<file path="src/rtl/audio_fx_path.sv">
// Stereo effects path: stage 1 applies the channel mix and latches the gain,
// stage 2 scales by the ramped gain and saturates. Gain ramps per sample.
module audio_fx_path #(
    parameter int DW        = 16,
    parameter int GW        = 8,
    parameter int RAMP_STEP = 1
) (
    input  logic                 clk,
    input  logic                 RESET,
    input  logic                 VALID,
    input  logic signed [DW-1:0] left_in,
    input  logic signed [DW-1:0] right_in,
    input  logic [1:0]           mode,
    input  logic                 mute,
    input  logic [GW-1:0]        gain,
    output logic signed [DW-1:0] left_out,
    output logic signed [DW-1:0] right_out,
    output logic                 out_valid,
    output logic                 ramp_busy
);

    typedef enum logic [1:0] {
        MIX_PASS      = 2'd0,
        MIX_SWAP      = 2'd1,
        MIX_MONO      = 2'd2,
        MIX_DUAL_LEFT = 2'd3
    } mix_mode_e;

    localparam int PW = DW + GW + 1;
    localparam logic [GW-1:0]        STEP    = GW'(RAMP_STEP);
    localparam logic signed [PW-1:0] SAT_MAX = PW'((longint'(1) << (DW - 1)) - 1);
    localparam logic signed [PW-1:0] SAT_MIN = ~SAT_MAX;

    logic [GW-1:0]        cur_gain;
    logic [GW-1:0]        target_now;
    logic [GW-1:0]        next_gain;

    logic signed [DW:0]   sum_lr;
    logic signed [DW-1:0] mix_l;
    logic signed [DW-1:0] mix_r;

    logic                 s1_valid;
    logic signed [DW-1:0] s1_l;
    logic signed [DW-1:0] s1_r;
    logic [GW-1:0]        s1_g;

    // Signed sample times unsigned gain, unity at 2^(GW-1), floor then clamp.
    function automatic logic signed [DW-1:0] scale_sat(
        input logic signed [DW-1:0] x,
        input logic [GW-1:0]        g
    );
        logic signed [PW-1:0] prod;
        prod = $signed({{(GW + 1){x[DW-1]}}, x}) * $signed({{(DW + 1){1'b0}}, g});
        prod = prod >>> (GW - 1);
        if (prod > SAT_MAX) begin
            scale_sat = SAT_MAX[DW-1:0];
        end else if (prod < SAT_MIN) begin
            scale_sat = SAT_MIN[DW-1:0];
        end else begin
            scale_sat = prod[DW-1:0];
        end
    endfunction

    // One step toward the target, landing exactly on it rather than overshooting.
    always_comb begin
        target_now = mute ? '0 : gain;
        next_gain  = cur_gain;
        if (cur_gain < target_now) begin
            if ((target_now - cur_gain) <= STEP) begin
                next_gain = target_now;
            end else begin
                next_gain = cur_gain + STEP;
            end
        end else if (cur_gain > target_now) begin
            if ((cur_gain - target_now) <= STEP) begin
                next_gain = target_now;
            end else begin
                next_gain = cur_gain - STEP;
            end
        end
    end

    always_ff @(posedge clk) begin
        if (RESET) begin
            cur_gain  <= '0;
            ramp_busy <= 1'b0;
        end else if (VALID) begin
            cur_gain  <= next_gain;
            ramp_busy <= (next_gain != target_now);
        end
    end

    // Mono sum is formed one bit wider so L+R cannot wrap before the halving.
    always_comb begin
        sum_lr = {left_in[DW-1], left_in} + {right_in[DW-1], right_in};
        mix_l  = left_in;
        mix_r  = right_in;
        case (mix_mode_e'(mode))
            MIX_SWAP: begin
                mix_l = right_in;
                mix_r = left_in;
            end
            MIX_MONO: begin
                mix_l = DW'(sum_lr >>> 1);
                mix_r = DW'(sum_lr >>> 1);
            end
            MIX_DUAL_LEFT: begin
                mix_l = left_in;
                mix_r = left_in;
            end
            default: begin
                mix_l = left_in;
                mix_r = right_in;
            end
        endcase
    end

    // The gain captured here is the pre-update value from the strobe cycle.
    always_ff @(posedge clk) begin
        if (RESET) begin
            s1_valid <= 1'b0;
            s1_l     <= '0;
            s1_r     <= '0;
            s1_g     <= '0;
        end else begin
            s1_valid <= VALID;
            if (VALID) begin
                s1_l <= mix_l;
                s1_r <= mix_r;
                s1_g <= cur_gain;
            end
        end
    end

    always_ff @(posedge clk) begin
        if (RESET) begin
            out_valid <= 1'b0;
            left_out  <= '0;
            right_out <= '0;
        end else begin
            out_valid <= s1_valid;
            if (s1_valid) begin
                left_out  <= scale_sat(s1_l, s1_g);
                right_out <= scale_sat(s1_r, s1_g);
            end
        end
    end

endmodule
</file>
<file path="config.mk">
export PLATFORM = sky130hd
export DESIGN_NAME = audio_fx_path
export DESIGN_NICKNAME = d
export VERILOG_FILES = /design/src/rtl/audio_fx_path.sv
export SDC_FILE = /design/constraint.sdc
export NUM_CORES = 1
export LEC_CHECK = 0
export CAP_MARGIN = 10
export CORE_ASPECT_RATIO = 0.5
export CORE_MARGIN = 3
export CORE_UTILIZATION = 65
export CTS_BUF_LIST = sky130_fd_sc_hd__clkbuf_8
export CTS_CLUSTER_DIAMETER = 40
export DETAILED_ROUTE_END_ITERATION = 6
export PLACE_DENSITY = 0.84
export SYNTH_ARGS = -nofsm -noshare
export SYNTH_HDL_FRONTEND = slang
export SYNTH_SLANG_ARGS = --single-unit
</file>
<file path="constraint.sdc">
create_clock -name clk -period 17.07 [get_ports clk]
set_input_delay 1.707 -clock clk [delete_from_list [all_inputs] [get_ports clk]]
set_output_delay 1.707 -clock clk [all_outputs]
set_load 0.01 [all_outputs]
</file>
Yosys cells after proc, flatten, opt, wreduce, memory -nomap -nowiden
Cells that the tools add are included.
{"block": "totals", "ff_bits": 83, "output_inout_bits": 34, "elab_cells": 40}
{"block": "classes", "n_mux": 11, "multipliers": 2, "n_eq_ne": 4, "n_reduce_logical": 1, "n_lt_le_gt_ge": 8, "addsub": 5}
{"operator": "$mux W16", "count": 4}
{"operator": "$pmux W16 S2", "count": 2}
{"operator": "$mul A16 B9 Y25", "count": 2}
{"operator": "$mux W8", "count": 5}
{"operator": "$gt A18 B16 Y1 const B", "count": 2}
{"operator": "$lt A18 B16 Y1 const B", "count": 2}
{"operator": "$add A16 B16 Y17", "count": 1}
{"operator": "$le A8 B1 Y1 const B", "count": 2}
{"operator": "$sub A8 B8 Y8", "count": 2}
{"operator": "$add A8 B1 Y8 const B", "count": 1}
{"operator": "$gt A8 B8 Y1", "count": 1}
{"operator": "$lt A8 B8 Y1", "count": 1}
{"operator": "$ne A8 B8 Y1", "count": 1}
{"operator": "$sub A8 B1 Y8 const B", "count": 1}
{"operator": "$eq A2 B2 Y1 const B", "count": 2}
{"operator": "$eq A2 B1 Y1 const B", "count": 1}
{"operator": "$reduce_or A2 Y1", "count": 1}

Logic depth before layout (Yosys ltp)
Gate-level depths: netlist of the first run.
{"block": "logic_depth", "ltp_word": 7, "depth_mapped": 23, "depth_no_buf": 20}

Worst setup path after synthesis of the first run
Ideal clock, no wire load.
{"block": "synth_path", "path_kind": "reg2reg", "startpoint": "reg s1_g[1]", "endpoint": "reg left_out[5]", "slack_ns": 11.691, "setup_time_ns": 0.142, "arrival_ns": 5.238, "period_less_slack_ns": 5.379, "stages_incl_launch_ff": 22, "path_buffers": 3, "cell_sequence": "dfxtp_1 > clkbuf_1 > clkbuf_1 > nand2_1 > fa_1 > fa_1 > inv_1 > fa_1 > inv_1 > fa_1 > inv_1 > ha_1 > a21o_1 > a21o_1 > a21o_1 > a21o_1 > a22o_1 > nor2_1 > mux2i_1 > o21a_1 > buf_2 > a211oi_1"}
{"block": "synth_via", "elab_chain_cells": 4}
{"item": "from (decl)", "line": "45", "source": "logic [GW-1:0] s1_g;"}
{"item": "from (signal assigned)", "line": "130", "source": "s1_g <= cur_gain;"}
{"item": "$mul A16 B9 Y25 (*)", "line": "53", "source": "prod = $signed({{(GW + 1){x[DW-1]}}, x}) * $signed({{(DW + 1){1'b0}}, g});"}
{"item": "$lt A18 B16 Y1", "line": "57", "source": "end else if (prod < SAT_MIN) begin"}
{"item": "$mux W16", "line": "57"}
{"item": "$mux W16 (*)", "line": "55", "source": "if (prod > SAT_MAX) begin"}
{"item": "to (signal assigned)", "line": "143", "source": "left_out <= scale_sat(s1_l, s1_g);"}
{"item": "to (decl)", "line": "16", "source": "output logic signed [DW-1:0] left_out,"}
Every way passes the cells marked *; elsewhere a longest branch is shown, timed or not.
A chain may end at the register's enable or synchronous reset.

Worst setup path after layout of the first run
{"block": "layout_path", "startpoint": "reg s1_g[5]", "endpoint": "reg left_out[7]"}
The elaborated chain is that of the path after synthesis.

==> impl_metrics.env, run 1 <==
export IMPL_status="finished clean"
export IMPL_leakagePower_nw=8.01
export IMPL_routed_wl_mm=33.9
export IMPL_grt_pass1_wl_mm=58.3
export IMPL_ir_drop_mv=0.0389
export IMPL_cts_resized=0
export IMPL_io_pins=80
export IMPL_cts_setup_buffers=0
export IMPL_ys_seq_elements=83
export IMPL_r2r_slack_ns=10.85
export IMPL_root_buffer="clkbuf_8"
export IMPL_pwr_share_clk_pct=23.0
export IMPL_fin_crit_ns=6.22
export IMPL_initial_core_util_pct=67.9
export IMPL_holdWs_ns=0.474
export IMPL_routabilityCongestion=0.957
export IMPL_track_usage_pct=28.0
export IMPL_ant_nets=0
export IMPL_netSwitchingPower_mw=0.313
export IMPL_pwr_share_seq_pct=32.6
export IMPL_clkSinkCount=83
export IMPL_use_met2_pct=48.3
export IMPL_hold_buffers=0
export IMPL_grt_antenna_before_repair=0
export IMPL_post_route_drc_count=0
export IMPL_gr_total_overflow=0
export IMPL_die_height_um=114
export IMPL_die_area_um2=25200
export IMPL_dr_pass1_iters=5
export IMPL_synth_nets=2216
export IMPL_portBuffers=79
export IMPL_setup_tns_ns=0
export IMPL_async_flop_share_pct=0
export IMPL_synth_cells=1837
export IMPL_grt_met1_usage_pct=37.4
export IMPL_grt_max_degree=59
export IMPL_start_kind="register"
export IMPL_cts_buffer_depth=2
export IMPL_p_per_area_nw_per_um2=46.2
export IMPL_setup_viol=0
export IMPL_routedWlPerCell_um=15.8
export IMPL_finClkSkew_ns=0.0186
export IMPL_gr_usage_met3_pct=3.65
export IMPL_worstPathRequired_ns=17.40
export IMPL_hold_viol=0
export IMPL_area_growth_pct=7.15
export IMPL_comb_power_share_pct=44.4
export IMPL_synth_edff_count=0
export IMPL_avgSynthCellArea_um2=8.21
export IMPL_ys_types=85
export IMPL_n_antenna_cell=0
export IMPL_worstSetupPathType="register to register"
export IMPL_core_area_um2=22200
export IMPL_clock_latency_ns=0.40
export IMPL_cap_violations=0
export IMPL_core_rowCount=38
export IMPL_numCtsBuffers=9
export IMPL_nets=2218
export IMPL_hpwlAfterDp_mm=26.3
export IMPL_num_vias=12500
export IMPL_p_sw_share_pct=42.0
export IMPL_synth_seq_area_share_pct=11.0
export IMPL_synth_warnings=0
export IMPL_clkTransAtPathRegs_ns=0.10
export IMPL_grt_pass1_vias=12300
export IMPL_routed_via_density=5.82
export IMPL_fin_util_pct=72.8
export IMPL_max_freq_mhz=161
export IMPL_arrival_ns=6.55
export IMPL_htreeDepth=3
export IMPL_die_w_um=221
export IMPL_top_usage_layer="met2"
export IMPL_max_slew_margin_pct=29.3
export IMPL_holdCritPathClass="register to register"
export IMPL_cp_end_kind="register"
export IMPL_synth_area_um2=15100
export IMPL_slew_violations=0
export IMPL_tightest_slew_ns=1.06
export IMPL_rsz0062_at_grt="false"
export IMPL_min_period_over_period_pct=36.4
export IMPL_power_internal_mw=0.433
export IMPL_crit_fanout=33
export IMPL_cts_tree="built"
export IMPL_synth_ff_type="dfxtp_1"
export IMPL_initialDrtViolationCount=961
export IMPL_drive_gt1_share_pct=4.01
[synth_stat cells, types with 15 or more instances]
library cell,count,share of area [%]
xor2_1,21,1.2
nand2_1,183,4.6
a21oi_1,81,2.7
inv_1,323,8.0
mux2i_1,26,1.7
and2_1,146,6.1
a31oi_1,15,0.62
nand3_1,26,0.86
nand2b_1,23,0.95
dfxtp_1,83,11
ha_1,128,11
clkbuf_1,75,1.9
fa_1,205,27
a21o_1,23,1.1
o21ai_0,34,1.1
nor2_1,115,2.9
a211oi_1,34,1.7
xnor2_1,50,2.9
[registers in the layout (all words and copies together) (netlist names)]
signal	count
left_out	16
right_out	16
s1_l	16
s1_r	16
cur_gain	8
s1_g	8
out_valid	1
ramp_busy	1
s1_valid	1
[stage by stage]
step | cells | setup slack [ns] | power (mW) | cell area, um^2
4_1_cts | 2143 | 10.54 | 0.741 | 16100
5_1_grt | 2144 | 10.42 | 0.800 | 16200
2_1_floorplan | 1837 | 11.69 | 0.484 | 15100
6_report | 2144 | 10.85 | 0.746 | 16200
3_3_place_gp | 2127 | 10.76 | 0.563 | 15900
3_5_place_dp | 2127 | 10.58 | 0.571 | 15900
[worst paths after layout]
| check | from | endpoint | cells past startpoint |
|---|---|---|---|
| max | s1_g[5]$_SDFFE_PP0P_ | left_out[7]$_SDFFE_PP0P_ | 17 |
| min | left_out[15]$_SDFFE_PP0P_ | left_out[15]$_SDFFE_PP0P_ | 2 |
| max reg2reg | s1_g[5]$_SDFFE_PP0P_ | left_out[7]$_SDFFE_PP0P_ | 17 |
| min reg2reg | left_out[15]$_SDFFE_PP0P_ | left_out[15]$_SDFFE_PP0P_ | 2 |
[power by group through the flow]
stage                     clock, mW  sequential (mW)  combinational, mW
after floorplan                   0            0.227              0.257
after global placement            0            0.247              0.316
final                         0.172            0.243              0.331
after global routing          0.183            0.246              0.371
after detailed placement          0            0.248              0.323
after CTS                     0.173            0.243              0.325
[layout by cell type (no fill, tap or decap), types with 9 or more instances in the layout]
master / synthesis / final
and3_1: 10 / 10
a22oi_1: 10 / 10
a211oi_2: 12 / 12
o22ai_1: 12 / 12
nand2_2: 10 / 10
and2_1: 146 / 146
fa_1: 205 / 205
ha_1: 128 / 128
xor2_1: 21 / 21
o21ai_0: 34 / 34
a31oi_1: 15 / 15
a21o_1: 23 / 23
dfxtp_1: 83 / 83
nand2_1: 183 / 183
nand3_1: 26 / 26
o21bai_1: 11 / 11
a211oi_1: 34 / 34
nor2_1: 115 / 115
inv_1: 323 / 324
clkdlybuf4s50_1: 0 / 77
nor3_1: 12 / 12
a21oi_1: 81 / 81
nand2b_1: 23 / 23
mux2i_1: 26 / 26
xnor2_1: 50 / 50
clkbuf_8: 0 / 9
[critical path, stage by stage (launching register included)]
cell	delay [ns]
dfxtp_1	1.03
and2_1	0.27
fa_1	0.41
fa_1	0.47
fa_1	0.54
inv_1	0.05
fa_1	0.53
inv_1	0.04
ha_1	0.33
a21o_1	0.17
a21o_1	0.16
a21o_1	0.19
a22o_1	0.29
and3_4	0.18
o31a_1	0.30
o31ai_4	0.71
nand3_1	0.16
a211oi_1	0.26
[layer usage]
layer  wire (um)  vias up
met5           0        -
met4         797        0
met3        2000       64
met2       16200      432
met1       14800     6056
li1            -     5933
[layout make-up]
type,count,area [um^2]
Tap cell,300,375
Inverter,324,1220
Clock buffer,9,124
Multi-Input combinational cell,1333,11800
Fill cell,1696,6050
Clock inverter,7,101
Sequential cell,83,1660
Timing Repair Buffer,88,868
[kinds of logic (layout without fill, tap and decap cells)]
kind of cell	Yosys count	count (layout)	synth area share (%)
xor gates and xnor gates	73	73	4.38
DFF	83	83	11.0
adders and majority gates	333	333	37.8
AOI/OAI and AO/OA	323	323	15.3
and+or+nand+nor	577	577	19.0
buffers and inverters	421	428	10.7
muxes	27	27	1.80
Note: power is estimated with default switching activity, not from simulation.
==> inputs of run 2 (changes only) <==
CORE_UTILIZATION = 58   (was 65)
PLACE_DENSITY = 0.8   (was 0.84)
clock period = 5.7 ns   (was 17.07 ns; I/O delays follow)
==> run 2 against run 1 <==
- combinational power grew to 3.1 times the previous value
- non-clock buffer count is 16 higher
- register-to-register slack worse by 11 ns
- die area is 12% higher
- via count is 1.8% lower
- global-route usage is 2.8 points lower
- sequential power grew to 3.0 times the previous value
- clock power is 140% higher
- largest power group unchanged
==> impl_metrics.env, run 2 (synthesis results as in run 1) <==
export IMPL_path_buf_inv=5
export IMPL_tightest_slew_ns=0.842
export IMPL_worstSetupPathType="register to register"
export IMPL_cts_buffer_depth=2
export IMPL_grt_max_degree=56
export IMPL_numCtsBuffers=9
export IMPL_track_usage_pct=25.2
export IMPL_initialDrtViolationCount=967
export IMPL_grt_pass1_wl_mm=58.4
export IMPL_num_vias=12300
export IMPL_holdWs_ns=0.475
export IMPL_final_cell_mix="inv_1, fa_1, nand2_1"
export IMPL_status="finished clean"
export IMPL_htreeDepth=3
export IMPL_routed_via_density=5.56
export IMPL_die_area_um2=28100
export IMPL_routedWlPerCell_um=15.1
export IMPL_cpPeakStageDelay_ns=0.54
export IMPL_fill_cells=2120
export IMPL_core_area_um2=25400
export IMPL_routed_wl_mm=33.3
export IMPL_worstPathRequired_ns=6.03
export IMPL_clkSinkCount=83
export IMPL_path_delay_family="adder cells"
export IMPL_min_period_over_period_pct=94.4
export IMPL_io_pins=80
export IMPL_drive_gt1_share_pct=4.95
export IMPL_grt_pass1_vias=12300
export IMPL_crit_fanout=30
export IMPL_cts_tree="built"
export IMPL_n_antenna_cell=0
export IMPL_area_growth_pct=8.46
export IMPL_slew_violations=0
export IMPL_ir_drop_mv=0.144
export IMPL_gr_total_overflow=0
export IMPL_leakagePower_nw=8.07
export IMPL_clkTransAtPathRegs_ns=0.11
export IMPL_instances_no_fill=2203
export IMPL_hold_buffers=0
export IMPL_power_mw=2.15
export IMPL_ant_nets=0
export IMPL_finClkSkew_ns=0.0240
export IMPL_initial_core_util_pct=59.4
export IMPL_final_cell_area_um2=16400
export IMPL_arrival_ns=5.71
export IMPL_nets=2234
export IMPL_grt_antenna_before_repair=0
export IMPL_max_slew_margin_pct=43.8
export IMPL_dr_pass1_iters=5
export IMPL_hpwlAfterDp_mm=26.7
export IMPL_setup_tns_ns=0
export IMPL_portBuffers=79
export IMPL_die_height_um=120
export IMPL_routabilityCongestion=0.949
export IMPL_hold_viol=0
export IMPL_root_buffer="clkbuf_8"
export IMPL_cap_violations=0
export IMPL_holdCritPathClass="register to register"
export IMPL_die_w_um=234
export IMPL_critPathSlowestCell="fa_1"
export IMPL_placedCellCount=2188
export IMPL_max_freq_mhz=186
export IMPL_fin_crit_ns=5.38
export IMPL_p_per_area_nw_per_um2=131
export IMPL_post_dp_cell_area_um2=16200
export IMPL_start_kind="register"
export IMPL_layout_commonest_cell="inv_1"
export IMPL_post_route_drc_count=0
export IMPL_clock_latency_ns=0.41
export IMPL_cp_end_kind="register"
export IMPL_core_rowCount=41
export IMPL_cp_cell_sequence="buf_12 > nand2_1 > fa_1 > fa_1 > inv_1 > fa_1 > inv_1 > fa_1 > inv_1 > ha_1 > a21o_1 > a21o_1 > a21o_1 > a21o_1 > a22o_1 > o31a_1 > o31ai_4 > buf_12 > nand3b_1 > a211oi_1"
export IMPL_setup_viol=0
[run 2: per-layer routing]
metal / GRT usage [%] / routed length, um / share of wire [%]
met1: 35.1 / 15100 / 45
met2: 41.6 / 15600 / 47
met3: 2.80 / 1780 / 5.3
met4: 7.48 / 813 / 2.4
met5: 0 / 0 / 0
[run 2: worst min-delay path, stage by stage (launching register included)]
cell,delay (ns)
dfxtp_1,0.32
nand2b_1,0.06
a21oi_1,0.05
[run 2: what timing repair did]
item                                   in CTS  in global routing
setup endpoints to repair                   0                 19
buffers inserted                            0                  0
gates resized for setup                     0                  3
endpoints found under the hold margin       0                  0
[run 2: path summary, 6_finish.rpt]
check,slack [ns],from,cells past startpoint,end
hold reg to reg,0.47,left_out[15]$_SDFFE_PP0P_,2,left_out[15]$_SDFFE_PP0P_
setup / recovery,0.32,s1_g[0]$_SDFFE_PP0P_,20,left_out[5]$_SDFFE_PP0P_
hold / removal,0.47,left_out[15]$_SDFFE_PP0P_,2,left_out[15]$_SDFFE_PP0P_
setup reg to reg,0.32,s1_g[0]$_SDFFE_PP0P_,20,left_out[5]$_SDFFE_PP0P_
[run 2: through the flow]
step	utilization (%)	worst slack, ns
floorplan	-	0.321
global placement	63.7	0.419
detailed placement	63.7	0.315
CTS	64.4	0.270
global route	64.4	-0.000434
finish	64.4	0.322
[run 2: power by group]
group | internal (mW) | leakage, nW | switching (mW) | total [mW]
Combinational | 0.433 | 7.31 | 0.579 | 1.01
Sequential | 0.627 | 0.684 | 0.0931 | 0.720
Clock | 0.160 | 0.0783 | 0.259 | 0.418
Total | 1.22 | 8.07 | 0.931 | 2.15
[run 2: cell type report]
type                       instances  area [um^2]  area share, %
multi-input combinational       1333        11800           72.2
sequential                        83         1660           10.2
inverter                         324         1220           7.44
timing repair buffer             104         1060           6.48
tap                              344          430           2.63
clock buffer                       9          124          0.757
clock inverter                     6         48.8          0.298
